### config.mk
export PLATFORM = sky130hd
export DESIGN_NAME = pdm_audio_out
export DESIGN_NICKNAME = d
export VERILOG_FILES = /design/src/rtl/pdm_audio_out.sv
export SDC_FILE = /design/constraint.sdc
export NUM_CORES = 1
export LEC_CHECK = 0
export BUFFER_PORTS_ARGS = -buffer_cell sky130_fd_sc_hd__clkbuf_2
export CORE_MARGIN = 2
export CORE_UTILIZATION = 50
export CTS_BUF_LIST = sky130_fd_sc_hd__clkbuf_4
export DETAILED_ROUTE_END_ITERATION = 12
export HOLD_SLACK_MARGIN = 0.08
export PLACE_DENSITY = 0.65
export SLEW_MARGIN = 20
export SYNTH_ARGS = -nofsm -noshare
export SYNTH_HDL_FRONTEND = slang
export SYNTH_SLANG_ARGS = --single-unit
### constraint.sdc
create_clock -name main_clk -period 13.5 [get_ports main_clk]
set_input_delay 1.35 -clock main_clk [delete_from_list [all_inputs] [get_ports main_clk]]
set_output_delay 1.35 -clock main_clk [all_outputs]
set_load 0.02 [all_outputs]
### src/rtl/pdm_audio_out.sv
// pdm_audio_out: resample audio, apply volume and mute ramp, drive a first-order sigma-delta pin
`timescale 1ns/1ps
module pdm_audio_out #(
    parameter int SAMPLE_DIV = 256,
    parameter int RAMP_STEPS = 16
) (
    input  logic        main_clk,
    input  logic        rst_n,
    input  logic [11:0] audio_in,
    input  logic [3:0]  volume,
    input  logic        mute,
    output logic        sample_tick,
    output logic        muted,
    output logic [11:0] level,
    output logic        pdm_out
);
    localparam int DW = $clog2(SAMPLE_DIV);
    localparam int RS = $clog2(RAMP_STEPS);
    localparam int RW = RS + 1;
    localparam int PW = 20 + RS;
    localparam logic [RW-1:0] RMAX = RW'(RAMP_STEPS);

    typedef enum logic [1:0] {MUTED, RAMP_UP, PLAY, RAMP_DOWN} state_t;

    state_t state, state_nx;
    logic [DW-1:0] div_cnt;
    logic [11:0] sample_reg;
    logic [RW-1:0] ramp, ramp_nx;
    logic upd;
    logic [4:0] vgain;
    logic signed [PW-1:0] s_x, g_x, r_x, prod;
    logic [11:0] scaled;
    logic [11:0] acc;
    logic [12:0] acc13;
    logic unused_bits;

    assign sample_tick = div_cnt == DW'(SAMPLE_DIV - 1);
    assign muted = state == MUTED;

    // free-running sample divider, wraps after SAMPLE_DIV cycles
    always_ff @(posedge main_clk or negedge rst_n) begin
        if (!rst_n) div_cnt <= '0;
        else div_cnt <= sample_tick ? '0 : div_cnt + 1'b1;
    end

    // mute/unmute ramp controller; a direction change holds the ramp for one tick
    always_comb begin
        state_nx = state;
        ramp_nx = ramp;
        case (state)
            MUTED: state_nx = mute ? MUTED : RAMP_UP;
            RAMP_UP: begin
                if (mute) state_nx = RAMP_DOWN;
                else begin
                    ramp_nx = (ramp == RMAX) ? ramp : ramp + 1'b1;
                    state_nx = (ramp_nx == RMAX) ? PLAY : RAMP_UP;
                end
            end
            PLAY: state_nx = mute ? RAMP_DOWN : PLAY;
            RAMP_DOWN: begin
                if (!mute) state_nx = RAMP_UP;
                else begin
                    ramp_nx = (ramp == '0) ? ramp : ramp - 1'b1;
                    state_nx = (ramp_nx == '0) ? MUTED : RAMP_DOWN;
                end
            end
            default: state_nx = MUTED;
        endcase
    end

    // capture the sample and advance the ramp only on sample ticks
    always_ff @(posedge main_clk or negedge rst_n) begin
        if (!rst_n) begin
            state <= MUTED;
            ramp <= '0;
            sample_reg <= '0;
        end else if (sample_tick) begin
            state <= state_nx;
            ramp <= ramp_nx;
            sample_reg <= audio_in;
        end
    end

    // signed gain product, wide enough that it can never overflow
    always_comb begin
        vgain = {1'b0, volume} + 5'd1;
        s_x = PW'($signed(sample_reg));
        g_x = PW'($signed({1'b0, vgain}));
        r_x = PW'($signed({1'b0, ramp}));
        prod = s_x * g_x * r_x;
        scaled = prod[RS+15:RS+4];
        unused_bits = ^{prod[PW-1:RS+16], prod[RS+3:0]};
    end

    // level is refreshed one cycle after each tick, converted to offset binary
    always_ff @(posedge main_clk or negedge rst_n) begin
        if (!rst_n) begin
            upd <= 1'b0;
            level <= 12'h800;
        end else begin
            upd <= sample_tick;
            if (upd) level <= {~scaled[11], scaled[10:0]};
        end
    end

    assign acc13 = {1'b0, acc} + {1'b0, level};

    // first-order sigma-delta: the accumulator carry is the output bit
    always_ff @(posedge main_clk or negedge rst_n) begin
        if (!rst_n) begin
            acc <= '0;
            pdm_out <= 1'b0;
        end else begin
            acc <= acc13[11:0];
            pdm_out <= acc13[12];
        end
    end
endmodule
==> results of run 1 <==
## metrics by stage
| stage | area (sq um) | utilization | hold WS (ns) | instances | total power [mW] |
|---|---|---|---|---|---|
| after floorplan | 7500 | - | 0.442 | 834 | 0.165 |
| after detailed placement | 7810 | 0.535 | 0.469 | 1028 | 0.173 |
| after global placement | 7810 | 0.535 | 0.455 | 1028 | 0.172 |
| after global routing | 7880 | 0.540 | 0.516 | 1037 | 0.264 |
| final | 7880 | 0.540 | 0.495 | 1037 | 0.251 |
| after CTS | 7870 | 0.540 | 0.501 | 1036 | 0.257 |
## metal layers
metal	wire length (um)	GRT usage	vias up
met2	7110	0.347	36
met3	280	0.0245	12
met4	175	0.0452	0
met1	6280	0.246	2701
li1	-	-	2677
met5	0	0	-
## cell families (layout without fill, tap and decap cells)
kind of cell / after synthesis / after routing / synth area share
other cells: 0 / 1 / 0
simple gates: 260 / 260 / 0.185
mux: 26 / 26 / 0.0387
compound gates: 101 / 101 / 0.0888
fa+ha+maj: 166 / 166 / 0.361
xor+xnor: 47 / 47 / 0.0577
buf+inv: 181 / 199 / 0.0911
flops: 53 / 53 / 0.177
## worst reg2reg max path: stages, from the launching register on
cell and delay [ns]:
dfrtp_1 0.47, and2_1 0.18, fa_1 0.53, inv_1 0.05, fa_1 0.47, fa_1 0.55
inv_1 0.04, ha_1 0.33, a21oi_1 0.25, o22ai_2 0.15, o311ai_0 0.42, and4b_1 0.28
xnor2_1 0.21, nand2_1 0.12, fa_1 0.51, inv_1 0.05, fa_1 0.47, inv_1 0.05
fa_1 0.53, inv_1 0.04, ha_1 0.23, or4_4 0.55, o21ai_2 0.14, a21oi_2 0.06
and4_4 0.22, a2111oi_4 0.28, xnor3_1 0.35, mux2_4 0.26
## how the worst min path moves through the flow
stage	startpoint	to	slack, ns	depth (start not counted)
floorplan	div_cnt[7]	div_cnt[7]	0.44	1
global placement	acc[0]	acc[0]	0.45	1
detailed placement	acc[0]	acc[0]	0.47	1
CTS	div_cnt[7]	div_cnt[7]	0.50	1
global route	div_cnt[7]	div_cnt[7]	0.52	1
finish	div_cnt[7]	div_cnt[7]	0.50	1
## synth_stat cells, types with 2 or more instances
master / n
inv_1: 156
and2_1: 85
fa_1: 84
ha_1: 82
nand2_1: 54
dfrtp_1: 52
nor2_1: 40
xnor2_1: 33
nor2b_1: 29
a21oi_1: 28
clkbuf_1: 23
o21ai_0: 23
mux2_2: 20
nand3_1: 12
xor2_1: 12
nor3_1: 10
nand2b_1: 8
a21o_1: 7
a31oi_1: 5
mux2i_1: 5
or3_1: 5
a211oi_1: 4
a21boi_0: 4
a21oi_2: 4
o21a_1: 4
o22ai_1: 4
and3_1: 3
nand4_1: 2
nor3b_1: 2
nor4_1: 2
o211ai_1: 2
o31ai_1: 2
## report_power, final
part	internal [mW]	switching, mW	leakage (nW)
clock network	0.0215	0.0602	0.0294
logic	0.00294	0.00777	3.56
registers	0.159	0	0.647
total	0.183	0.0680	4.23
## final cells by class
cell class | instances | area (sq um) | area share
antenna | 1 | 2.50 | 0.000318
sequential | 53 | 1330 | 0.169
clock inverter | 3 | 26.3 | 0.00334
inverter | 156 | 586 | 0.0743
clock buffer | 5 | 37.5 | 0.00477
tap | 184 | 230 | 0.0292
multi-input combinational | 600 | 5490 | 0.697
timing repair buffer | 35 | 180 | 0.0229
==> impl_metrics.json, run 1 <==
{
  "root_buffer": "clkbuf_4",
  "post-dp-hpwl_mm": 11.3,
  "worstSetupEndpointType": "flip-flop",
  "critPathArrivalTime_ns": 9.68,
  "finalCritPeriodShare": 0.690,
  "r2r_cells": 27,
  "die_y_um": 126,
  "rsz0062_at_grt": "false",
  "syn_area_per_cell_sq_um": 8.99,
  "synth_top_area_frac": 0.224,
  "r2r_end": "level[11]",
  "hold_buffers": 0,
  "grt_pass1_vias": 5798,
  "seq_area_frac_synth": 0.177,
  "yosysWarnings": 0,
  "max_freq_mhz": 107,
  "worstSetupStartpoint": "volume[0]",
  "synth_edf_count": 0,
  "mostFrequentLayoutCells": "inv_1 (156), and2_1 (85), fa_1 (84)",
  "synth_seq_cells": 53,
  "post_cts_buffers": 0,
  "postRouteAntennaNets": 0,
  "dieArea_sq_um": 16000,
  "setup_ws_ns": 4.18,
  "fillers": 1364,
  "syn2layout_area_growth_pct": 5.06,
  "path_buf_inv": 6,
  "synth_top_flop_cell": "dfrtp_1",
  "finalCriticalPeriod_ns": 9.32,
  "die_w_um": 126,
  "clk_pin_slew_ns": 0.16,
  "vias_per_cell": 5.23,
  "gp_congestion": 0.860,
  "required_ns": 13.86,
  "rows": 44,
  "status": "finished, final reports clean",
  "maxCapViolCount": 0,
  "antenna_found_initial": 1,
  "post_cts_resized": 0,
  "setup.worst_path.end": "level[11]",
  "routed_wl_mm": 13.8,
  "drt_iter0_markers": 200,
  "worstPathMaxFanout": 14,
  "synthesis.instances": 834,
  "cpPeakStageDelay_ns": 0.62,
  "synthesis.area_sq_um": 7500,
  "drive_above_1_share": 0.0939,
  "grt_max_degree": 54,
  "dp_slack_ns": 3.73,
  "synth.net_count": 1019,
  "synthTopCellsByArea": "fa_1 (22%), dfrtp_1 (17%), ha_1 (14%), inv_1 (7.8%), and2_1 (7.1%)",
  "cp_slowest_cell": "xor2_1",
  "ctsLongestPathBuffers": 2,
  "reg2reg_slack_ns": 5.66,
  "crit_top_cell": "fa_1",
  "worstSetupStartpointType": "input pin",
  "cts-buffers-inserted": 5,
  "port_buffers": 33,
  "wire_per_inst_um": 13.4,
  "timing.rr.start": "sample_reg[3]",
  "setup_viol": 0,
  "vdd.ir_drop.worst_v": 0.0000306,
  "core_region_area_sq_um": 14600,
  "critical_path_cell_count": 30,
  "nNetsFinal": 1036,
  "p_leak_nw": 4.23,
  "crit_family": "adder cells",
  "hold_class": "flip-flop to flip-flop",
  "cts_tree": "built",
  "crit_type": "input pin to flip-flop",
  "power.density_nw_per_um2": 31.9,
  "async_reset_ff_frac": 1.00,
  "track_usage": 0.192,
  "tightest_slew_ns": 0.997,
  "io_pins": 34,
  "layout_commonest_cell": "inv_1",
  "drc": 0,
  "vias": 5426,
  "clk_latency_ns": 0.42,
  "slew_viol_final": 0,
  "start_util": 0.514,
  "clkSinkCount": 53,
  "fin_setup_tns_ns": 0,
  "dr.pass1.iters": 4,
  "htreeDepth": 2,
  "fin_skew_ns": 0.0146,
  "hold_viol_final": 0,
  "grt_pass1_wl_mm": 25.7,
  "grt_overflow": 0,
  "timing.slew.headroom": 0.336,
  "synth.distinct_cells": 60,
  "synth.largest_area_cell": "fa_1"
}
No activity file was read; power rests on OpenSTA's default activity.
==> run 2: changes to the inputs <==
- PLACE_DENSITY: 0.65 -> 0.68
- clock period: 13.5 -> 7.76 ns (I/O delays scaled with it)
==> impl_metrics.json, run 2 (synthesis gave the netlist of run 1 again) <==
{
  "status": "finished, final reports clean",
  "fin_util": 0.586,
  "die_w_um": 126,
  "dr.pass1.iters": 6,
  "worstPathMaxFanout": 5,
  "maxCapViolCount": 0,
  "nNetsFinal": 1101,
  "core_region_area_sq_um": 14600,
  "post-dp-hpwl_mm": 11.1,
  "antenna_found_initial": 1,
  "p_leak_nw": 4.59,
  "fin_skew_ns": 0.00774,
  "clk_latency_ns": 0.39,
  "busiest_layer": "met2",
  "cp_slowest_cell": "fa_1",
  "power.density_nw_per_um2": 50.8,
  "drt_iter0_markers": 203,
  "worstSetupStartpointType": "input pin",
  "ctsLongestPathBuffers": 2,
  "grt_overflow": 0,
  "cpPeakStageDelay_ns": 0.52,
  "htreeDepth": 2,
  "hold_buffers": 0,
  "routed_wl_mm": 13.8,
  "root_buffer": "clkbuf_4",
  "max_freq_mhz": 129,
  "rows": 44,
  "tightest_slew_ns": 0.991,
  "use_met2": 0.351,
  "finalCritPeriodShare": 1.00,
  "grtUsageMet3": 0.0156,
  "vdd.ir_drop.worst_v": 0.0000462,
  "die_y_um": 126,
  "required_ns": 8.10,
  "clkSinkCount": 53,
  "critPathArrivalTime_ns": 8.10,
  "finalCriticalPeriod_ns": 7.76,
  "vias": 5609,
  "postRouteAntennaNets": 0,
  "use_met1": 0.255,
  "setup_viol": 0,
  "r2r_cells": 28,
  "grt_pass1_wl_mm": 26.3,
  "syn2layout_area_growth_pct": 14.1,
  "track_usage": 0.194,
  "mostFrequentLayoutCells": "inv_1 (152), fa_1 (83), and2_1 (79)",
  "drive_above_1_share": 0.197,
  "grt_pass1_vias": 6004,
  "gp_congestion": 0.803,
  "fillers": 1288,
  "hold_class": "input pin to async pin",
  "crit_type": "input pin to flip-flop",
  "worstSetupEndpointType": "flip-flop",
  "wire_per_inst_um": 12.6,
  "layout_commonest_cell": "inv_1",
  "io_pins": 34,
  "drc": 0,
  "dieArea_sq_um": 16000,
  "hold_viol_final": 0,
  "grt_max_degree": 54,
  "start_util": 0.514,
  "clk_pin_slew_ns": 0.16,
  "slew_viol_final": 0,
  "cts-buffers-inserted": 5,
  "rsz0062_at_grt": "true",
  "cts_tree": "built",
  "crit_top_cell": "fa_1",
  "timing.slew.headroom": 0.339,
  "vias_per_cell": 5.09,
  "port_buffers": 33,
  "power.total_mw": 0.435
}
[run 2: changes by cell type in the layout (fill, tap and decap cells not counted), moves of 5 or more]
cell / change
a21oi_1: -5
and2_1: -6
buf_4: +63
and2_4: +6
ha_4: +5
ha_1: -9
[run 2: layout make-up]
class,instances,area (sq um),share of cell area
Clock buffer,5,37.5,0.00439
Multi-Input combinational cell,600,5670,0.664
Clock inverter,3,17.5,0.00205
Tap cell,184,230,0.0269
Antenna cell,1,2.50,0.000293
Inverter,156,586,0.0685
Sequential cell,53,1330,0.155
Timing Repair Buffer,100,676,0.0790
[run 2: stage by stage]
stage | TNS (ns) | worst slack [ns] | hold slack, ns | cells | cell area (sq um)
floorplan | 0 | 0.00792 | 0.442 | 834 | 7610
global placement | -0.541 | -0.278 | 0.454 | 1088 | 8370
detailed placement | -0.745 | -0.366 | 0.466 | 1088 | 8370
CTS | 0 | 0.0533 | 0.481 | 1096 | 8420
global route | -0.302 | -0.274 | 0.519 | 1102 | 8550
finish | 0 | 0.00184 | 0.483 | 1102 | 8550
[run 2: what timing repair did]
action / CTS / global route
gates resized for setup: 0 / 23
setup endpoints to repair: 0 / 5
buffers inserted: 0 / 4
[run 2: worst max-delay path, delay by kind of cell]
| family | cells | cell delay (ns) |
|---|---|---|
| buf+inv | 6 | 0.48 |
| mux | 1 | 0.27 |
| compound gates | 6 | 0.94 |
| fa+ha+maj | 9 | 3.48 |
| simple gates | 7 | 1.55 |
| xor+xnor | 3 | 0.59 |
[run 2: layer usage]
layer  vias to the layer above  wire length [um]
li1                       2804                 -
met1                      2762              6520
met2                        32              7000
met3                        11               157
met4                         0               169
met5                         -                 0
[run 2: path summary, 6_finish.rpt]
check                              startpoint          to  slack (ns)
worst max-delay path                volume[0]   level[11]       0.002
worst min-delay path                    rst_n  div_cnt[4]        0.48
worst max register to register  sample_reg[7]   level[11]        0.53
worst min register to register     div_cnt[4]  div_cnt[4]        0.49
max in group asynchronous               rst_n    level[4]        6.82
min in group main_clk              div_cnt[4]  div_cnt[4]        0.49
[run 2: power by group]
group          internal, mW  switching, mW  leakage, nW
clock network        0.0347         0.0961       0.0326
registers             0.276              0        0.647
logic                0.0109         0.0165         3.91
total                 0.322          0.113         4.59
